### src/rtl/load_store_unit_pkg.sv
// Shared definitions for the load/store unit: RV32I size codes, FSM states
// and the legality checks used on every incoming request.
package load_store_unit_pkg;

  localparam logic [2:0] F3_B  = 3'b000;
  localparam logic [2:0] F3_H  = 3'b001;
  localparam logic [2:0] F3_W  = 3'b010;
  localparam logic [2:0] F3_BU = 3'b100;
  localparam logic [2:0] F3_HU = 3'b101;

  typedef enum logic {
    ST_IDLE  = 1'b0,
    ST_WRITE = 1'b1
  } lsu_state_e;

  // Reserved size codes, and unsigned variants used with a store.
  function automatic logic is_illegal(input logic [2:0] f3, input logic we);
    return (f3 == 3'b011) || (f3 == 3'b110) || (f3 == 3'b111) || (we && f3[2]);
  endfunction

  // Halfwords need an even byte address, words a multiple of four.
  function automatic logic is_misaligned(input logic [2:0] f3, input logic [1:0] lo);
    return (((f3 == F3_H) || (f3 == F3_HU)) && lo[0]) ||
           ((f3 == F3_W) && (lo != 2'b00));
  endfunction

endpackage

### src/rtl/load_store_unit_lane_mux.sv
// Byte/halfword lane handling: extracts and extends load data from a memory
// word, and builds the merged word for a sub-word store.
module lsu_lane_mux
  import load_store_unit_pkg::*;
(
  input  logic [31:0] mem_rd,
  input  logic [31:0] wdata,
  input  logic [1:0]  byte_off,
  input  logic [2:0]  funct3,
  output logic [31:0] load_data,
  output logic [31:0] merge_data
);

  logic [7:0]  lane_byte;
  logic [15:0] lane_half;
  logic        is_byte;
  logic        is_half;
  logic [3:0]  lane_sel;
  logic        unused_wdata_hi;

  // Only the low halfword of the store data can ever land in memory here.
  assign unused_wdata_hi = ^wdata[31:16];

  assign is_byte = (funct3[1:0] == 2'b00);
  assign is_half = (funct3[1:0] == 2'b01);

  // Pick the addressed byte and halfword out of the fetched word.
  always_comb begin
    lane_byte = mem_rd[7:0];
    case (byte_off)
      2'd0: lane_byte = mem_rd[7:0];
      2'd1: lane_byte = mem_rd[15:8];
      2'd2: lane_byte = mem_rd[23:16];
      2'd3: lane_byte = mem_rd[31:24];
      default: lane_byte = mem_rd[7:0];
    endcase
    lane_half = byte_off[1] ? mem_rd[31:16] : mem_rd[15:0];
  end

  // Sign- or zero-extend according to the size code; unknown codes yield 0.
  always_comb begin
    load_data = 32'h0;
    case (funct3)
      F3_B:  load_data = {{24{lane_byte[7]}}, lane_byte};
      F3_BU: load_data = {24'h0, lane_byte};
      F3_H:  load_data = {{16{lane_half[15]}}, lane_half};
      F3_HU: load_data = {16'h0, lane_half};
      F3_W:  load_data = mem_rd;
      default: load_data = 32'h0;
    endcase
  end

  // Per byte lane: replace with store data when the lane is addressed,
  // otherwise keep the old memory contents.
  for (genvar gi = 0; gi < 4; gi++) begin : g_lane
    localparam logic [1:0] LANE = 2'(gi);
    assign lane_sel[gi] = (is_byte && (byte_off == LANE)) ||
                          (is_half && (byte_off[1] == LANE[1]));
    assign merge_data[8*gi +: 8] = !lane_sel[gi] ? mem_rd[8*gi +: 8] :
                                   is_half       ? wdata[8*(gi%2) +: 8] :
                                                   wdata[7:0];
  end

endmodule

### src/rtl/load_store_unit.sv
// Load/store unit: converts RV32I byte/half/word accesses into word accesses
// on a single-port data memory, using a two-cycle read-modify-write for
// sub-word stores.
module load_store_unit
  import load_store_unit_pkg::*;
#(
  parameter int ADDR_W = 8
) (
  input  logic              clk,
  input  logic              rst_n,
  input  logic              req,
  input  logic              req_we,
  input  logic [2:0]        funct3,
  input  logic [31:0]       addr,
  input  logic [31:0]       wdata,
  output logic [31:0]       rdata,
  output logic              stall,
  output logic              err,
  output logic              err_sticky,
  output logic [ADDR_W-1:0] mem_addr,
  output logic              mem_we,
  output logic [31:0]       mem_wd,
  input  logic [31:0]       mem_rd
);

  lsu_state_e        state_reg;
  lsu_state_e        state_next;
  logic [31:0]       merge_q;
  logic [ADDR_W-1:0] addr_q;
  logic [31:0]       load_data;
  logic [31:0]       merge_data;
  logic              bad_access;
  logic              accept;
  logic              rmw_start;
  logic              unused_addr_hi;

  // Byte address bits above the memory's reach simply alias.
  assign unused_addr_hi = ^addr[31:ADDR_W+2];

  lsu_lane_mux u_lane_mux (
    .mem_rd     (mem_rd),
    .wdata      (wdata),
    .byte_off   (addr[1:0]),
    .funct3     (funct3),
    .load_data  (load_data),
    .merge_data (merge_data)
  );

  assign bad_access = is_illegal(funct3, req_we) || is_misaligned(funct3, addr[1:0]);
  assign accept     = req && (state_reg == ST_IDLE) && !bad_access;
  assign err        = req && (state_reg == ST_IDLE) && bad_access;
  assign rmw_start  = accept && req_we && (funct3 != F3_W);

  // Next state and memory-side outputs; WRITE ignores the request inputs.
  always_comb begin
    state_next = state_reg;
    mem_we     = 1'b0;
    mem_addr   = addr[ADDR_W+1:2];
    mem_wd     = wdata;
    stall      = 1'b0;
    rdata      = 32'h0;
    case (state_reg)
      ST_IDLE: begin
        if (accept) begin
          if (!req_we) begin
            rdata = load_data;
          end else if (funct3 == F3_W) begin
            mem_we = 1'b1;
          end else begin
            stall      = 1'b1;
            state_next = ST_WRITE;
          end
        end
      end
      ST_WRITE: begin
        mem_we     = 1'b1;
        mem_addr   = addr_q;
        mem_wd     = merge_q;
        state_next = ST_IDLE;
      end
      default: state_next = ST_IDLE;
    endcase
  end

  // State register plus the RMW merge buffer and sticky error flag.
  always_ff @(posedge clk or negedge rst_n) begin
    if (!rst_n) begin
      state_reg  <= ST_IDLE;
      merge_q    <= 32'h0;
      addr_q     <= '0;
      err_sticky <= 1'b0;
    end else begin
      state_reg <= state_next;
      if (rmw_start) begin
        merge_q <= merge_data;
        addr_q  <= addr[ADDR_W+1:2];
      end
      if (err) begin
        err_sticky <= 1'b1;
      end
    end
  end

endmodule

### config.mk
export PLATFORM = sky130hd
export DESIGN_NAME = load_store_unit
export DESIGN_NICKNAME = d
export VERILOG_FILES = /design/src/rtl/load_store_unit_pkg.sv /design/src/rtl/load_store_unit_lane_mux.sv /design/src/rtl/load_store_unit.sv
export SDC_FILE = /design/constraint.sdc
export NUM_CORES = 1
export LEC_CHECK = 0
export CELL_PAD_IN_SITES_DETAIL_PLACEMENT = 1
export CELL_PAD_IN_SITES_GLOBAL_PLACEMENT = 1
export CORE_UTILIZATION = 29
export CTS_BUF_LIST = sky130_fd_sc_hd__clkbuf_4 sky130_fd_sc_hd__clkbuf_8
export CTS_CLUSTER_SIZE = 20
export DETAILED_ROUTE_END_ITERATION = 8
export PLACE_DENSITY_LB_ADDON = 0.1
export SETUP_SLACK_MARGIN = 0.05
export SLEW_MARGIN = 20
export SYNTH_ARGS = -nofsm -noshare
export SYNTH_HDL_FRONTEND = slang
export SYNTH_SLANG_ARGS = --single-unit
export TNS_END_PERCENT = 50
### constraint.sdc
create_clock -name clk -period 2.2 [get_ports clk]
set_clock_uncertainty 0.2 [all_clocks]
set_input_delay 0.33 -clock clk [delete_from_list [all_inputs] [get_ports clk]]
set_output_delay 0.33 -clock clk [all_outputs]
set_load 0.02 [all_outputs]
==> impl_metrics.yaml <==
status:
  status: "finished, violations left"
  violations: "negative setup slack"
cells_and_area:
  final_area_um2: 6060
  multi_input_area_um2: 2410
  drive_gt1_share_pct: 51.9
  final_nets: 676
  top_register: "merge_q"
  utilization_pct: 55.9
  n_antenna_cell: 0
  largestRegisters: "merge_q: 32 flops, addr_q: 8 flops"
  fin_cells: 714
  n_fill_cell: 1222
  layout_common_cells: "78 x buf_4, 69 x clkdlybuf4s50_1, 56 x nand2_1, 55 x mux2_2, 41 x dfrtp_1"
  synthToLayoutAreaGrowth_pct: 87.6
  largest_register_ffs: 32
  final_common_cell: "buf_4"
  seq_area_um2: 1050
min_path:
  hp-start: "err_sticky"
  worst_hold_path_type: "flip-flop to flip-flop"
  hold_depth: 1
  min_to: "err_sticky"
yosys:
  ys_ff_latch: 42
  synth_nets: 444
  ys_seq_area_share_pct: 32.5
  avgSynthCellArea_um2: 9.48
  netlist_area_um2: 3230
  ys_warn_count: 0
  ys_types: 40
  syn_inst: 341
clocking:
  cts.clk_slew.worst_paths_ns: 0.09
  cts_buffers: 5
  insertion_delay_ns: 0.30
  root_buffer: "clkbuf_8"
  cts_sinks: 42
  ctsHtreeMaxLevel: 2
  clockBufferDepth: 2
  cts_tree: "built"
pwr:
  ir_worst_vdd_mv: 0.262
  powerDensity_nw_per_um2: 458
  total_leakage_power_nw: 2.62
  power_mw: 2.78
routing:
  drc: 0
  viasPerCell: 5.08
  wl_per_cell_um: 20.7
  drt-total-wl_um: 14800
  first_pass_iters: 4
  drtIter0Drc: 97
  vias: 3628
  antenna_left: 0
placement:
  placed_cells: 686
  place_area_um2: 5450
  gp_congestion: 0.850
  io_buffers: 156
  hpwl_um: 10600
  place_ws_ns: -0.984
floorplan:
  coreArea_um2: 10800
  dieArea_um2: 11600
  die_w_um: 108
  die_h_um: 108
  start_util_pct: 29.8
  rows: 38
  pin_count: 179
critical_path:
  crit_required_ns: 1.67
  cp-end-kind: "output pin"
  rr_worst_depth: 6
  crit_type: "flip-flop to output pin"
  startpoint_type: "flip-flop"
  worst-path-max-fanout: 8
  rrSetupSlack_ns: 0.27
  timing.rr.start: "state_reg"
  worst_r2r_endpoint: "merge_q[26]"
  cp.arrival_ns: 1.74
global_route:
  grt_max_degree: 52
  grt_pass1_wl_um: 22100
  overflow: 0
  antenna_found_initial: 0
  grt_pass1_vias: 4001
  grt_usage_pct: 25.3
sta:
  grt_setup_unrepaired: "true"
  tightest_slew_ns: 0.581
  slew_violations: 0
  holdWs_ns: 0.275
  setup_viol: 32
  fin_setup_tns_ns: -0.923
  min_period_over_period_pct: 103
  timing.slew.headroom_pct: 61.0
  fmax_ghz: 0.441
  setup_ws_ns: -0.0698
  fin_crit_ns: 2.27
  finalHoldViolCount: 0
run:
  cap_violations: 0
## critical path, cell delays in order (launching register included)
cell and delay, ns:
dfrtp_2 0.43, nand2b_4 0.16, nor2_4 0.12, nand3_4 0.18, clkbuf_16 0.25, a21oi_2 0.14, buf_6 0.14
## synthesized netlist by cell type
| library cell | count | area share [%] |
|---|---|---|
| a21o_1 | 1 | 0.23 |
| a21oi_1 | 22 | 3.4 |
| a21oi_2 | 9 | 2.4 |
| a21oi_4 | 1 | 0.50 |
| a221oi_1 | 1 | 0.27 |
| a22oi_1 | 15 | 3.5 |
| a31o_2 | 1 | 0.27 |
| a41o_1 | 1 | 0.31 |
| and2_1 | 1 | 0.19 |
| and3b_1 | 1 | 0.27 |
| buf_12 | 1 | 0.62 |
| buf_2 | 10 | 1.5 |
| buf_4 | 1 | 0.23 |
| buf_6 | 3 | 1.0 |
| clkbuf_1 | 11 | 1.3 |
| clkbuf_2 | 1 | 0.15 |
| dfrtp_1 | 42 | 33 |
| inv_1 | 2 | 0.23 |
| mux2_1 | 5 | 1.7 |
| mux2_2 | 58 | 20 |
| mux2_4 | 1 | 0.46 |
| mux2i_1 | 32 | 9.9 |
| mux4_1 | 1 | 0.81 |
| nand2_1 | 58 | 6.7 |
| nand2b_1 | 3 | 0.58 |
| nand3_1 | 4 | 0.62 |
| nor2_1 | 6 | 0.70 |
| nor2_2 | 1 | 0.19 |
| nor2b_1 | 3 | 0.58 |
| nor3_1 | 1 | 0.15 |
| nor3_2 | 1 | 0.31 |
| nor3_4 | 1 | 0.50 |
| nor3b_1 | 1 | 0.23 |
| nor4_2 | 1 | 0.39 |
| o211ai_2 | 1 | 0.39 |
| o21ai_0 | 30 | 4.6 |
| o21ai_1 | 4 | 0.62 |
| or2_2 | 3 | 0.58 |
| or3b_1 | 1 | 0.27 |
| or4_4 | 1 | 0.35 |
## routing by layer
metal | global-route usage [%] | wire, µm | vias up | share of wire (%)
li1 | - | - | 1696 | -
met1 | 32.2 | 6460 | 1810 | 44
met2 | 45.9 | 7540 | 102 | 51
met3 | 2.72 | 510 | 20 | 3.5
met4 | 4.70 | 247 | 0 | 1.7
met5 | 0 | 0 | - | 0
## repair_timing
item	CTS	global route
pin swaps	18	9
hold buffers	1	0
gates cloned	5	1
gates resized for setup	380	87
buffers inserted	12	1
endpoints found under the setup margin	115	54
endpoints found under the hold margin	42	0
## worst max path at each step
stage / end / depth (start not counted) / startpoint
after floorplan: rdata[22] / 7 / addr[1]
after global routing: rdata[23] / 8 / addr[0]
after global placement: rdata[17] / 6 / addr[1]
final: rdata[25] / 6 / state_reg
after CTS: rdata[5] / 6 / state_reg
after detailed placement: rdata[18] / 6 / addr[1]
## area by class of cell
class,count,area share [%]
multi-input combinational,271,39.7
sequential,42,17.4
tap,140,2.89
timing repair buffer,251,38.1
inverter,2,0.124
clock inverter,2,0.619
clock buffer,6,1.26
## logic make-up (layout without fill, tap and decap cells)
group                  count (synthesis)  count (layout)  synth area share [%]
multiplexers                          97              97                  33.1
AND/OR/NAND/NOR                       87              88                  12.7
AO/OA/AOI/OAI                         86              86                  16.6
flip-flops                            42              42                  32.5
buffers and inverters                 29             261                  5.11
## power breakdown
| group | leakage (nW) | internal (mW) | switching (mW) |
|---|---|---|---|
| Clock | 0.0548 | 0.352 | 0.304 |
| Sequential | 0.518 | 0.952 | 0.106 |
| Combinational | 2.05 | 0.542 | 0.522 |
| Total | 2.62 | 1.85 | 0.932 |
Note: power is estimated with default switching activity, not from simulation.
